`src/rtl/ffd_pipe_pkg.sv`:
```
// Shared defaults and helpers for the ffd_pipe elastic register pipeline.
package ffd_pipe_pkg;

  localparam int DEF_WIDTH     = 8;
  localparam int DEF_DEPTH     = 3;
  localparam int DEF_RESET_VAL = 0;

  // Bits needed to hold values 0..n-1, never less than one.
  function automatic int clog2(input int n);
    int r;
    r = 0;
    while ((1 << r) < n) r++;
    return (r < 1) ? 1 : r;
  endfunction

endpackage

```
`src/rtl/ffd_pipe_stage.sv`:
```
// One elastic stage: valid bit plus data word, refilled from upstream whenever
// this stage is empty or its word is leaving.
module ffd_pipe_stage
  import ffd_pipe_pkg::*;
#(
  parameter int               WIDTH     = DEF_WIDTH,
  parameter logic [WIDTH-1:0] RESET_VAL = WIDTH'(DEF_RESET_VAL)
)(
  input  logic             clk,
  input  logic             rst,
  input  logic             flush,
  input  logic             up_valid,
  input  logic [WIDTH-1:0] up_data,
  input  logic             dn_rdy,
  output logic             v,
  output logic [WIDTH-1:0] d
);

  logic rdy, take, leave;

  assign rdy   = ~v | dn_rdy;
  assign take  = up_valid & rdy;
  assign leave = v & dn_rdy;

  // Data only loads on a real transfer, so an idle X on the input never lands here.
  always_ff @(posedge clk) begin
    if (rst) begin
      v <= 1'b0;
      d <= RESET_VAL;
    end else if (flush) begin
      v <= 1'b0;
    end else if (take) begin
      v <= 1'b1;
      d <= up_data;
    end else if (leave) begin
      v <= 1'b0;
    end
  end

endmodule

```
`src/rtl/ffd_pipe.sv`:
```
// Elastic DEPTH-stage register pipeline with valid/ready on both sides,
// bubble collapsing, synchronous flush and a registered occupancy count.
module ffd_pipe
  import ffd_pipe_pkg::*;
#(
  parameter int               WIDTH     = DEF_WIDTH,
  parameter int               DEPTH     = DEF_DEPTH,
  parameter logic [WIDTH-1:0] RESET_VAL = WIDTH'(DEF_RESET_VAL),
  localparam int              CW        = clog2(DEPTH + 1)
)(
  input  logic             clk,
  input  logic             rst,
  input  logic             flush,
  input  logic             in_valid,
  output logic             in_ready,
  input  logic [WIDTH-1:0] in_data,
  output logic             out_valid,
  input  logic             out_ready,
  output logic [WIDTH-1:0] out_data,
  output logic [CW-1:0]    count
);

  logic [DEPTH-1:0]            v, up_v;
  logic [DEPTH-1:0][WIDTH-1:0] d, up_d;
  logic [DEPTH:0]              r;
  logic                        in_acc, out_acc;

  assign up_v[0] = in_valid & ~flush;
  assign up_d[0] = in_data;

  for (genvar i = 0; i < DEPTH; i++) begin : g_stage
    if (i > 0) begin : g_link
      assign up_v[i] = v[i-1];
      assign up_d[i] = d[i-1];
    end
    ffd_pipe_stage #(.WIDTH(WIDTH), .RESET_VAL(RESET_VAL)) u_stage (
      .clk      (clk),
      .rst      (rst),
      .flush    (flush),
      .up_valid (up_v[i]),
      .up_data  (up_d[i]),
      .dn_rdy   (r[i+1]),
      .v        (v[i]),
      .d        (d[i])
    );
  end

  // r[i] = !v[i] | r[i+1], rippled from the consumer end through a local accumulator.
  always_comb begin : ready_chain
    logic acc;
    acc      = out_ready;
    r[DEPTH] = out_ready;
    for (int i = DEPTH - 1; i >= 0; i--) begin
      acc  = acc | ~v[i];
      r[i] = acc;
    end
  end

  assign in_ready  = r[0] & ~flush;
  assign out_valid = v[DEPTH-1] & ~flush;
  assign out_data  = d[DEPTH-1];
  assign in_acc    = in_valid & in_ready;
  assign out_acc   = out_valid & out_ready;

  always_ff @(posedge clk) begin
    if (rst || flush) begin
      count <= '0;
    end else if (in_acc && !out_acc) begin
      count <= count + CW'(1);
    end else if (out_acc && !in_acc) begin
      count <= count - CW'(1);
    end
  end

endmodule
```
`config.mk`:
```
export PLATFORM = sky130hd
export DESIGN_NAME = ffd_pipe
export DESIGN_NICKNAME = d
export VERILOG_FILES = /design/src/rtl/ffd_pipe_pkg.sv /design/src/rtl/ffd_pipe_stage.sv /design/src/rtl/ffd_pipe.sv
export SDC_FILE = /design/constraint.sdc
export NUM_CORES = 1
export LEC_CHECK = 0
export CAP_MARGIN = 5
export CORE_UTILIZATION = 50
export CTS_CLUSTER_SIZE = 24
export DETAILED_ROUTE_END_ITERATION = 10
export MAX_ROUTING_LAYER = met4
export PLACE_DENSITY = 0.81
export SLEW_MARGIN = 20
export SYNTH_ARGS = -nofsm -noshare
export SYNTH_HDL_FRONTEND = slang
export SYNTH_SLANG_ARGS = --single-unit
```
`constraint.sdc`:
```
create_clock -name clk -period 2.1 [get_ports clk]
set_input_delay 0.315 -clock clk [delete_from_list [all_inputs] [get_ports clk]]
set_output_delay 0.315 -clock clk [all_outputs]
set_load 0.02 [all_outputs]
```
* Yosys cells after proc, flatten, opt, wreduce, memory -nomap -nowiden *
Cells that the tools add are included.

cells by class
  bitwise logic cells = 16
  muxes and demuxes = 8
  reductions and logical operators = 13
  $add $sub $neg = 2

operators with widths
  operator             number
  $and 1x1->1          9
  $reduce_bool 2->1    4
  $mux 1               6
  $reduce_and 2->1     3
  $mux 2               2
  $not 1->1            4
  $or 1x1->1           3
  $add 2x1->2 const B  1
  $logic_and 1x1->1    2
  $logic_not 1->1      2
  $reduce_or 2->1      1
  $sub 2x1->2 const B  1
  $logic_or 1x1->1     1

word-level totals
  output and inout bits = 12
  register bits after elaboration = 29

* Depth between registers and ports, before layout *
Gate-level depths: netlist of the first run.

  word-level depth = 10
  depth in mapped cells = 7

* By module *
Synthesis of the first run repeated with hierarchy kept, for this count alone.

unflattened totals
  cell total of the unflattened synthesis = 135
  area, all modules = 1,371.3 µm²

by module, submodules not included
  module          times used  cells each  area an instance (µm²)
  ffd_pipe_stage  3           39          410.4
  ffd_pipe        1           18          140.1

* Least setup slack after synthesis of the first run *
OpenSTA, ideal clock, no wires.

  path type = in2reg
  from = in flush
  to = reg count[1]
  path buffers = 1
  path slack = 0.317 ns
  cell stages on the path = 6
  setup time = 0.070 ns
  data arrival time = 1.713 ns
  cell sequence = buf_2 nor2b_1 nand2_1 ha_1 or3_1 a21boi_1

on the way
  word-level cells in the longest chain between the ends = 6

RTL lines
  element                                      RTL line        source
  from (decl)                                  ffd_pipe.sv:13  input logic flush,
  $not 1->1 (no line) (*)                      -
  $and 1x1->1 (*)                              ffd_pipe.sv:60  assign out_valid = v[DEPTH-1] & ~flush;
  net out_valid                                ffd_pipe.sv:17  output logic out_valid,
  $and 1x1->1 (*)                              ffd_pipe.sv:63  assign out_acc = out_valid & out_ready;
  $logic_not 1->1                              ffd_pipe.sv:68  end else if (in_acc && !out_acc) begin
  $logic_and 1x1->1                            ffd_pipe.sv:68
  $mux 2 or $reduce_bool 2->1 (tied branches)  -
  to (signal assigned)                         ffd_pipe.sv:69  count <= count + CW'(1);
  to (signal assigned)                         ffd_pipe.sv:71  count <= count - CW'(1);
  to (decl)                                    ffd_pipe.sv:20  output logic [CW-1:0] count

The timed path passes the listed nets; every way through them passes the cells marked *.
A chain may end at the register's enable or synchronous reset.

* Final worst setup path of the first run *
  from = in out_ready
  to = out in_ready

on the way
  word-level cells in the longest chain between the ends = 4

RTL lines
  element                  RTL line        source
  from (decl)              ffd_pipe.sv:18  input logic out_ready,
  $or 1x1->1 (3 in a row)  ffd_pipe.sv:54  acc = acc | ~v[i];
  $and 1x1->1              ffd_pipe.sv:59  assign in_ready = r[0] & ~flush;
  to (decl)                ffd_pipe.sv:15  output logic in_ready,

Every way passes these cells.

==> impl_results.md, run 1 <==
- Status: complete, no violations
- Final Max Slew Viols: 0
- Ant diodes: 0
- Hold Crit Depth: 2
- Drt total wl: 2.22 mm
- Post-synth EDFFs: 0
- Number of DRC markers in iteration 0: 9
- Final Hold Fails: 0
- Hold Buf Count CTS: 0
- Reg clk slew, reported paths: 0.09 ns
- Die W: 52.6 µm
- Port bufs: 24
- Fin worst setup slack: 0.0551 ns
- Commonest non-fill, non-tap cell in the layout: dfxtp_1
- Starting Density: 55.3%
- Area delta synth->final: 19.5%
- Die area: 2770 µm²
- Clock Sinks: 29
- VDD IR max: 0.559 mV
- GRT Resource Usage Total: 20.2%
- Crit Path Class: primary input to output pin
- Rel. slew slack: 56.4%
- CTS Root Cell: clkbuf_4
- Post-layout minimum cycle time: 2.04 ns
- Total gr overflow: 0
- Overall Power: 965 µW
- Hold Path End: g_stage[2].u_stage.d[0]
- Reg2reg start: g_stage[1].u_stage.v
- Critical Path RT: 1.78 ns
- Actual slew at the worst max-slew pin: 0.653 ns
- Global-route wire length before repair: 3.82 mm
- Post-Layout Cell Count: 181
- Ys flop type: dfxtp_1
- Core area: 2320 µm²
- GPL Wtd Cong: 0.810
- Buffers from clock root to sink, at most: 2
- Antenna violations before repair: 0
- Worst-skew pair later-pin latency: 0.32 ns
- Worst Path Arrival: 1.73 ns
- Post-synthesis register bit count: 29
- Setup WS pre-CTS: -0.0117 ns
- Placed instance area: 1480 µm²
- Flop2flop setup slack: 0.36 ns
- Yosys cell types: 23
- Chip height: 52.6 µm
- Largest net degree at the start of global routing: 28
- Clk_skew: 0.00557 ns
- Vias per Instance: 5.09
- DRT Pass-1 Iters: 4
- Num CTS Buffers: 5
- Max frequency: 489 MHz
- Post-synth ARST share: 0%
- Crit-path max FO: 3
- P_leak: 0.597 nW
- Number of global-route vias before repair: 868
- Seq/Total Area, Yosys: 45.3%
- Post-synthesis cell count: 133
- Power Density: 630 nW/µm²
- Most frequent cells in the layout: 29 x dfxtp_1, 26 x nand2b_1, 24 x clkdlybuf4s50_1, 16 x mux2i_1
- HP Start: g_stage[1].u_stage.d[0]
- Syn nets: 147
- Post-DP HPWL: 1.62 mm
- Final Cell Area: 1530 µm²
- Mean routed wirelength per cell: 12.2 µm
- Worst-case reg-to-reg path depth: 5
- Worst R2R End: count[1]
- Total number of vias: 921
- Final ANT Viol Nets: 0
- YS warnings: 0
- Setup crit start kind: primary input
- DRC viols: 0
- Cell Rows: 17
- Post_cts resized: 0
- CTS tree: yes
- I/O pin total: 25
- Nets: 166
- Placed insts: 173
- Postcts setup bufs: 0
- Number of max-cap violations: 0
- Layout cell share with drive strength beyond 1: 8.50%
- Critical Path Sink Type: output pin
- H-tree levels: 2
- Final period utilization: 97.4%
- Worst min-delay path category: register to register
- Mean Syn Cell Area: 9.63 µm²
- Post-layout util: 66.1%
- RSZ-0062 raised after global routing: false
- Netlist Area Pre-Place: 1280 µm²
- Count of final setup violators: 0
[how the worst max path moves through the flow]
stage | cells past startpoint | start | slack [ns] | to
final | 4 | out_ready | 0.06 | in_ready
after global routing | 4 | out_ready | 0.005 | in_ready
after CTS | 4 | out_ready | 0.05 | in_ready
after detailed placement | 6 | out_ready | -0.01 | count[1]
after global placement | 6 | out_ready | 0.06 | count[1]
after floorplan | 6 | flush | 0.32 | count[1]
[stage by stage]
stage	hold WS [ns]	setup TNS, ns
floorplan	0.439	0
detailed placement	0.460	-0.0117
global placement	0.459	0
finish	0.473	0
global route	0.495	0
CTS	0.474	0
[report_power, final]
group / internal [mW] / switching [mW] / leakage (nW)
clock: 0.127 / 0.184 / 0.0320
sequential: 0.561 / 0.00504 / 0.235
combinational: 0.0523 / 0.0367 / 0.330
[critical path, cell delays in order]
cell and delay [ns]:
clkdlybuf4s50_1 0.48, and4b_1 0.24, nor2_1 0.10, clkdlybuf4s50_1 0.60
[logic make-up (layout without fill, tap and decap cells)]
kind of cell             Yosys count  in the layout  share of synthesized area (%)
AND/OR/NAND/NOR                   45             45                           21.2
flip-flops                        29             29                           45.3
AO/OA/AOI/OAI                     22             22                           9.47
buffers and inverters             18             38                           9.18
multiplexers                      16             16                           12.5
XOR/XNOR                           2              2                           1.37
adder cells (fa/ha/maj)            1              1                          0.976
[metal layers]
layer / up-vias / wire, µm / track usage (%)
met2: 22 / 1050 / 30.6
met1: 412 / 1020 / 23.6
li1: 482 / - / -
met5: - / 0 / -
met4: 0 / 32 / 10.5
met3: 5 / 107 / 6.96
[registers in the layout, indices dropped and copies added (netlist names)]
name and cells:
g_stage.u_stage.v 3, g_stage.u_stage.d 24, count 2
[synth_stat cells, types with 3 or more instances]
master,n,area share [%]
nor2b_1,3,1.5
nand3_1,8,3.1
nand2b_1,26,13
o21ai_0,9,3.5
a21oi_1,9,3.5
buf_4,8,4.7
buf_2,4,1.6
clkbuf_1,3,0.88
dfxtp_1,29,45
mux2i_1,16,12
[cell type report]
class,count,area (µm²)
clock inverter,2,10.0
inverter,1,3.75
sequential,29,581
multi-input combinational,86,583
timing repair buffer,29,278
fill,208,787
tap,28,35.0
clock buffer,6,41.3
No activity file was read; power rests on OpenSTA's default activity.
==> run 2, diff against run 1 <==
- CORE_MARGIN: unset -> 1.5
==> run 2 against run 1 <==
Count of clock-buffer cells in the layout rose by 2. Cell count rose by 1.1%. Fmax rose by 0.68%. Critical path type unchanged. Highest routed layer unchanged. Hold slack improved by 0.0012 ns.
==> impl_results.md, run 2 (synthesis gave the netlist of run 1 again) <==
- Worst min-delay path category: register to register
- Worst-skew pair later-pin latency: 0.32 ns
- Cell internal pwr: 746 µW
- Post_cts resized: 0
- Postcts setup bufs: 0
- Number of DRC markers in iteration 0: 17
- Drt total wl: 2.18 mm
- Crit-path max FO: 3
- GRT Resource Usage Total: 17.8%
- Worst Path Arrival: 1.72 ns
- Status: complete, no violations
- Critical Path RT: 1.78 ns
- Die area: 2880 µm²
- Reg clk slew, reported paths: 0.08 ns
- Critical Path Sink Type: output pin
- Biggest register: g_stage.u_stage.d
- Starting Density: 52.2%
- Number of max-cap violations: 0
- Sw power: 220 µW
- Clk_skew: 0.00658 ns
- Total gr overflow: 0
- GPL Wtd Cong: 0.792
- Area delta synth->final: 19.5%
- Max frequency: 492 MHz
- DRT Pass-1 Iters: 4
- Clk pwr share: 32.2%
- Reg power frac: 58.6%
- Buffers from clock root to sink, at most: 2
- Core area: 2450 µm²
- Final Hold Fails: 0
- Largest net degree at the start of global routing: 36
- CTS tree: yes
- Nets: 166
- Clock Sinks: 29
- P_leak: 0.592 nW
- Post-layout minimum cycle time: 2.03 ns
- Final ANT Viol Nets: 0
- Cell Rows: 18
- Mean routed wirelength per cell: 11.9 µm
- Layout cell share with drive strength beyond 1: 7.19%
- CTS Root Cell: clkbuf_4
- Area of the multi-input gates: 583 µm²
- Final Max Slew Viols: 0
- Register area: 581 µm²
- H-tree levels: 2
- DRC viols: 0
- Ant diodes: 0
- Chip height: 53.6 µm
- WHS: 0.474 ns
- Antenna violations before repair: 0
- Total number of vias: 924
- Biggest regs: g_stage.u_stage.d: 24 flops, g_stage.u_stage.v: 3 flops, count: 2 flops
- Commonest non-fill, non-tap cell in the layout: dfxtp_1
- Global-route wire length before repair: 3.39 mm
- Combinational fraction of design power: 9.2%
- Num CTS Buffers: 5
- Rel. slew slack: 68.9%
- Actual slew at the worst max-slew pin: 0.465 ns
- Hold Buf Count CTS: 0
- Die W: 53.6 µm
- Power Density: 630 nW/µm²
- VDD IR max: 0.448 mV
- Crit Path Class: primary input to output pin
- Final period utilization: 96.7%
- Overall Power: 966 µW
- Setup crit start kind: primary input
- Post-DP HPWL: 1.58 mm
- Most frequent cells in the layout: 29 x dfxtp_1, 26 x nand2b_1, 24 x clkdlybuf4s50_1, 16 x mux2i_1
- Fill count: 217
- RSZ-0062 raised after global routing: false
- Switching Fraction: 22.7%
- Port bufs: 24
- I/O pin total: 25
- Number of global-route vias before repair: 783
- Count of final setup violators: 0
- Post-layout util: 62.4%
- Max reg flops: 24
- Vias per Instance: 5.05
-- run 2: changes by cell type in the layout (fill, tap and decap cells not counted), sizes merged --
cell / before / now
clkinv: 2 / 0
clkbuf: 6 / 8
-- run 2: through the flow --
step | instance area [µm²] | TNS [ns] | std cells | worst slack (ns)
2_1_floorplan | 1280 | 0 | 133 | 0.317
3_3_place_gp | 1480 | 0 | 175 | 0.0566
3_5_place_dp | 1480 | -0.00846 | 175 | -0.00846
4_1_cts | 1530 | 0 | 183 | 0.0681
5_1_grt | 1530 | 0 | 183 | 0.0275
6_report | 1530 | 0 | 183 | 0.0689
-- run 2: path summary, 6_finish.rpt --
check,from,depth (start not counted),slack (ns),endpoint
min,g_stage[1].u_stage.d[4],2,0.47,g_stage[2].u_stage.d[4]
max,out_ready,4,0.07,in_ready
max reg2reg,g_stage[1].u_stage.v,5,0.38,count[1]
min reg2reg,g_stage[1].u_stage.d[4],2,0.47,g_stage[2].u_stage.d[4]
-- run 2: area by class of cell --
| cell class | instances | area share [%] |
|---|---|---|
| clock buffers | 8 | 3.19 |
| inverters | 1 | 0.245 |
| multi-input cells | 86 | 38.1 |
| flip-flops and latches | 29 | 37.9 |
| well taps | 30 | 2.45 |
| repair buffers | 29 | 18.1 |
-- run 2: routing by layer --
metal	wire length [µm]	GRT usage, %	up-vias
met5	0	-	-
met4	34	6.41	0
met3	111	8.33	5
met2	1020	26.5	22
met1	1020	20.8	418
li1	-	-	479
-- run 2: power groups by stage --
stage,Clock (mW),Combinational [mW],Sequential [mW]
detailed placement,0,0.0892,0.579
finish,0.311,0.0892,0.565
global route,0.341,0.0971,0.567
global placement,0,0.0863,0.578
floorplan,0,0.0505,0.579
CTS,0.320,0.0899,0.566
-- run 2: critical path, cell delays in order --
cell,delay [ns]
clkdlybuf4s50_1,0.47
and4b_1,0.23
nor2_1,0.10
clkdlybuf4s50_1,0.61
